==> config.mk <==
export PLATFORM = sky130hd
export DESIGN_NAME = ecg_deframer
export DESIGN_NICKNAME = d
export VERILOG_FILES = /design/src/rtl/ecg_pkg.sv /design/src/rtl/ecg_deframer_byte_gap_timer.sv /design/src/rtl/ecg_deframer.sv
export SDC_FILE = /design/constraint.sdc
export NUM_CORES = 1
export LEC_CHECK = 0
export ABC_AREA = 1
export CAP_MARGIN = 20
export CORE_MARGIN = 5
export CORE_UTILIZATION = 30
export CTS_CLUSTER_DIAMETER = 40
export DETAILED_ROUTE_END_ITERATION = 6
export MAX_ROUTING_LAYER = met4
export PLACE_DENSITY = 0.46
export REMOVE_ABC_BUFFERS = 1
export SYNTH_ARGS = -nofsm -noshare
export SYNTH_HDL_FRONTEND = slang
export SYNTH_SLANG_ARGS = --single-unit
==> constraint.sdc <==
create_clock -name Clk -period 2.45 [get_ports Clk]
set_input_delay 0.735 -clock Clk [delete_from_list [all_inputs] [get_ports Clk]]
set_output_delay 0.735 -clock Clk [all_outputs]
set_load 0.01 [all_outputs]
==> src/rtl/ecg_pkg.sv <==
// ecg_pkg: shared sample type, deframer state encoding and default sync byte.
// ECG_DEFRAME_CHECKSUM_EN adds the GET_CHK state and the checksum helper.
package ecg_pkg;
    typedef logic signed [15:0] sample_t;
`ifdef ECG_DEFRAME_CHECKSUM_EN
    typedef enum logic [1:0] {HUNT, GET_HI, GET_LO, GET_CHK} state_t;
    function automatic logic [7:0] frame_chk(input logic [7:0] hi, input logic [7:0] lo);
        return hi ^ lo;
    endfunction
`else
    typedef enum logic [1:0] {HUNT, GET_HI, GET_LO} state_t;
`endif
    localparam logic [7:0] ECG_SYNC_BYTE = 8'hA5;
endpackage

==> src/rtl/ecg_deframer_byte_gap_timer.sv <==
// byte_gap_timer: counts idle cycles between bytes; pulses tc at TIMEOUT_CYCLES-1.
module byte_gap_timer #(
    parameter int TIMEOUT_CYCLES = 50000
) (
    input  logic Clk,
    input  logic nRst,
    input  logic clear,
    input  logic enable,
    output logic tc
);
    localparam int W = TIMEOUT_CYCLES > 2 ? $clog2(TIMEOUT_CYCLES) : 1;
    logic [W-1:0] count;
    // a byte in the terminal cycle wins, so clear masks the pulse
    assign tc = enable && !clear && count == W'(TIMEOUT_CYCLES - 1);
    always_ff @(posedge Clk or negedge nRst) begin
        if (!nRst)
            count <= '0;
        else if (clear)
            count <= '0;
        else if (enable && !tc)
            count <= count + 1'b1;
    end
endmodule

==> src/rtl/ecg_deframer.sv <==
// ecg_deframer: UART byte stream -> big-endian signed 16-bit ECG samples with timeout recovery.
// ECG_DEFRAME_CHECKSUM_EN selects 4-byte frames with an HI^LO check byte.
module ecg_deframer
    import ecg_pkg::*;
#(
    parameter logic [7:0] SYNC_BYTE      = ECG_SYNC_BYTE,
    parameter int         TIMEOUT_CYCLES = 50000
) (
    input  logic       Clk,
    input  logic       nRst,
    input  logic [7:0] rx_data,
    input  logic       rx_ready,
    output sample_t    sample,
    output logic       sample_valid,
    output logic       frame_err,
    output logic [7:0] err_count
);
    state_t     state, state_nxt;
    logic [7:0] hi;
    logic       load, err, tc;
    sample_t    sample_nxt;
`ifdef ECG_DEFRAME_CHECKSUM_EN
    logic [7:0] lo;
`endif

    byte_gap_timer #(.TIMEOUT_CYCLES(TIMEOUT_CYCLES)) u_timer (
        .Clk   (Clk),
        .nRst  (nRst),
        .clear (rx_ready || state == HUNT),
        .enable(state != HUNT),
        .tc    (tc)
    );

    always_comb begin
        state_nxt  = state;
        load       = 1'b0;
        err        = 1'b0;
        sample_nxt = {hi, rx_data};
        case (state)
            HUNT:   if (rx_ready && rx_data == SYNC_BYTE) state_nxt = GET_HI;
            GET_HI: if (rx_ready) state_nxt = GET_LO;
`ifdef ECG_DEFRAME_CHECKSUM_EN
            GET_LO: if (rx_ready) state_nxt = GET_CHK;
            GET_CHK: begin
                sample_nxt = {hi, lo};
                if (rx_ready) begin
                    load      = rx_data == frame_chk(hi, lo);
                    err       = !load;
                    state_nxt = HUNT;
                end
            end
`else
            GET_LO: begin
                load      = rx_ready;
                state_nxt = rx_ready ? HUNT : state;
            end
`endif
            default: state_nxt = HUNT;
        endcase
        if (tc) begin
            err       = 1'b1;
            state_nxt = HUNT;
        end
    end

    always_ff @(posedge Clk or negedge nRst) begin
        if (!nRst) begin
            state        <= HUNT;
            hi           <= '0;
            sample       <= '0;
            sample_valid <= 1'b0;
            frame_err    <= 1'b0;
            err_count    <= '0;
        end else begin
            state        <= state_nxt;
            hi           <= (state == GET_HI && rx_ready) ? rx_data : hi;
            sample       <= load ? sample_nxt : sample;
            sample_valid <= load;
            frame_err    <= err;
            err_count    <= (err && err_count != 8'hFF) ? err_count + 8'd1 : err_count;
        end
    end

`ifdef ECG_DEFRAME_CHECKSUM_EN
    always_ff @(posedge Clk or negedge nRst) begin
        if (!nRst)
            lo <= '0;
        else if (state == GET_LO && rx_ready)
            lo <= rx_data;
    end
`endif
endmodule

==> flow_summary.rst <==
.. list-table::
   :header-rows: 1

   * - Metric
     - Value
   * - Reg2Reg Launch Point
     - err_count[0]$_DFFE_PN0P_
   * - CP Depth
     - 1
   * - Postcts setup bufs
     - 0
   * - Insertion delay to the later sink of the worst-skew pair
     - approximately 0.31 ns
   * - Detailed placement HPWL
     - 4380 µm
   * - Maxcap violations
     - 0
   * - Largest net degree at the start of global routing
     - 25
   * - Commonest non-fill, non-tap cells in the layout
     - 100 x sky130_fd_sc_hd__nand2_1, 52 x sky130_fd_sc_hd__dfrtp_1, 35 x sky130_fd_sc_hd__clkdlybuf4s50_1
   * - Crit path required time
     - about 1.7 ns
   * - Seq/Total Area, Yosys
     - 0.493
   * - Total gr overflow
     - 0
   * - Switch share
     - 0.234
   * - Routed length on met3
     - ~120 µm
   * - Reg-to-reg endpoint
     - err_count[1]$_DFFE_PN0P_
   * - Routed wire length
     - just under 6000 µm
   * - DR vias/cell
     - 4.42
   * - FP Rows
     - 34
   * - Number of design-rule violations left by the first detailed-router iteration
     - 90
   * - Int Pwr
     - 1140 µW
   * - Max_slew headroom
     - 0.689
   * - Placed cells
     - roughly 460
   * - Vias in the first global route
     - 2,115
   * - Routed wire length per instance
     - approximately 13 µm
   * - Total met2 wirelength after detailed routing
     - between 2000 and 3000 µm
   * - Sequential power share
     - 0.591
   * - Delay-heaviest family, CP
     - buffers and inverters
   * - Achievable clock frequency
     - 0.474 GHz
   * - Cts-stage hold buffer count
     - 0
   * - Setup violations, final
     - 0
   * - Slowest CP cell
     - sky130_fd_sc_hd__clkdlybuf4s50_1
   * - Launching element type of the critical path
     - flip-flop
   * - Final instance count without filler cells
     - 464
   * - Setup slack after placement
     - around 0.38 ns
   * - RSZ-0062 raised after global routing
     - no
   * - Root buffer selected by CTS
     - sky130_fd_sc_hd__clkbuf_8
   * - Detailed-routing iteration count for the pre-antenna-repair pass
     - 4
   * - Die Height
     - between 100 and 150 µm
   * - Final ANT Viol Nets
     - 0
   * - Number of warnings reported in the yosys synthesis log
     - 0
   * - Static leakage
     - about 0.0015 µW
   * - Crit path time final
     - 2.11 ns
   * - GRT Total Usage
     - 0.121
   * - Outcome
     - completed
   * - Die Span X
     - 104 µm
   * - Worst-case vdd ir drop
     - 0.227 mV
   * - Critical-path cell list
     - clkdlybuf4s50_1
   * - Mapped Avg Cell Area
     - about 8.5 µm²
   * - Synthesized area
     - ~2600 µm²
   * - Final Hold Violating Endpoints
     - 0
   * - Proportion of power drawn by combinational gates
     - 0.056
   * - Worst reg-to-reg setup slack
     - 0.94 ns
   * - Detailed-routing wirelength on met1
     - about 3000 µm
   * - Unique cell type count in the Yosys netlist
     - 29
   * - Core ar.
     - ~8600 µm²
   * - Quantity of I/O buffers inserted on ports
     - 36
   * - CP Buf/Inv Count
     - 1
   * - Type of the most critical hold path
     - in -> async
   * - Starting utilization of the core area
     - 0.306
   * - Total vias in the final route
     - between 2,000 and 2,500
   * - Area delta synth->final
     - 22.2%
   * - First-pass GRT wire length
     - between 10,000 and 15,000 µm
   * - Maximum fanout count along the critical path
     - 7
   * - Total Nets Final
     - about 370
   * - Switching power total
     - ~350 µW
   * - Clock Pin Slew Worst Setup and Hold Paths
     - about 0.10 ns
   * - Fraction of power consumed by the clock network
     - 0.353
   * - Clock net sink count
     - 52
   * - Number of ports placed on the die boundary
     - 37
   * - Most common cell after layout, fill and taps aside
     - sky130_fd_sc_hd__nand2_1
   * - Count of state elements after synthesis
     - 52
   * - Share of the clock period used by the worst path
     - 0.862
   * - Die Footprint
     - approximately 11,000 µm²
   * - CTS Buffer Depth
     - 2
   * - Antenna Cells
     - 0
   * - Power density of the placed cells
     - around 460 nW/µm²
   * - Final setup TNS
     - 0 ns
   * - Delay of the slowest critical-path stage
     - around 0.59 ns
   * - Fraction of final layout cells sized beyond drive strength 1
     - 0.146
   * - Actual transition at the worst max-transition pin
     - between 0.4 and 0.5 ns
   * - RD Place Congestion
     - 0.751
   * - TritonCTS clock tree
     - built
   * - CTS Buf Count
     - 5
   * - Cells after synthesis
     - 311
   * - R2R depth
     - 7
   * - Finished Core Util
     - 0.374
   * - Highest routed layer
     - met4
   * - # fillers
     - a little over 900
   * - Endpoint kind of the worst setup timing path
     - output port
   * - Number of pins with negative max-slew slack in the final report
     - 0
   * - Number of levels the H-tree was split into
     - 2
   * - Resized cells post-CTS
     - 0
   * - Least setup slack across all paths after layout
     - roughly 0.34 ns
   * - DRC violations left
     - 0
   * - Worst-case clock skew
     - around 0.0088 ns
   * - CP arrival
     - ~1.4 ns
   * - Critical path class
     - reg -> out
   * - Number of antenna violations at the first check in global routing
     - 0
   * - Sequential standard cell area
     - 1300 µm²
   * - Footprint of the multi-input gates
     - approximately 1200 µm²
==> flip-flops by register name, indices dropped and copies added (netlist names) <==
register,flops
sample,16
frame_err,1
hi,8
err_count,8
u_timer.count,16
sample_valid,1
state,2
==> cell families after synthesis <==
logic type / Yosys count / synth area share
adders and majority gates: 2 / 0.00947
DFF: 52 / 0.493
and+or+nand+nor: 183 / 0.345
buffers and inverters: 38 / 0.0621
AOI/OAI and AO/OA: 29 / 0.0677
xor gates and xnor gates: 7 / 0.0232
==> synthesized netlist by cell type (all sizes together) <==
cell type / n / share of area
nand2: 108 / 0.17
dfrtp: 52 / 0.49
nor2: 37 / 0.087
inv: 33 / 0.047
o21ai: 24 / 0.058
nand3: 19 / 0.042
nand4: 10 / 0.029
nor3: 7 / 0.015
a21oi: 5 / 0.0095
buf: 4 / 0.013
xor2: 4 / 0.013
xnor2: 3 / 0.0099
ha: 2 / 0.0095
clkinv: 1 / 0.0019
nand3b: 1 / 0.0028
nor4: 1 / 0.0024
==> layout make-up <==
cell class	count	share of cell area
Tap cell	108	0.0419
Timing Repair Buffer	41	0.122
Multi-Input combinational cell	221	0.364
Clock inverter	1	0.00233
Clock buffer	7	0.0267
Inverter	34	0.0399
Sequential cell	52	0.403
==> power groups by stage <==
| stage | combinational [µW] | sequential, µW | clock, µW |
|---|---|---|---|
| after floorplan | 23.2 | 899 | 0 |
| after global placement | 86.4 | 897 | 0 |
| after detailed placement | 87.0 | 897 | 0 |
| after CTS | 87.2 | 881 | 548 |
| after global routing | 95.4 | 883 | 579 |
| final | 83.4 | 880 | 525 |
==> stage by stage <==
| stage | hold slack (ns) | power [µW] | area (µm²) |
|---|---|---|---|
| floorplan | 0.439 | 923 | 2610 |
| global placement | 0.459 | 984 | 3130 |
| detailed placement | 0.463 | 984 | 3130 |
| CTS | 0.384 | 1520 | 3230 |
| global route | 0.396 | 1560 | 3230 |
| finish | 0.359 | 1490 | 3230 |
==> metal layers <==
| metal | GRT usage | up-vias |
|---|---|---|
| met1 | 0.166 | 944 |
| met2 | 0.183 | 23 |
| li1 | - | 1076 |
| met3 | 0.0199 | 8 |
| met5 | - | - |
| met4 | 0.0407 | 0 |
==> worst max path at each step <==
stage,to,slack (ns),start
4_1_cts,err_count[4],0.32,err_count[4]$_DFFE_PN0P_
3_5_place_dp,sample[3]$_DFFE_PN0P_,0.38,rx_ready
3_3_place_gp,sample[5]$_DFFE_PN0P_,0.40,rx_ready
5_1_grt,err_count[5],0.25,err_count[5]$_DFFE_PN0P_
2_1_floorplan,err_count[5]$_DFFE_PN0P_,0.93,rx_ready
6_report,err_count[4],0.34,err_count[4]$_DFFE_PN0P_
No activity file was read; power rests on OpenSTA's default activity.
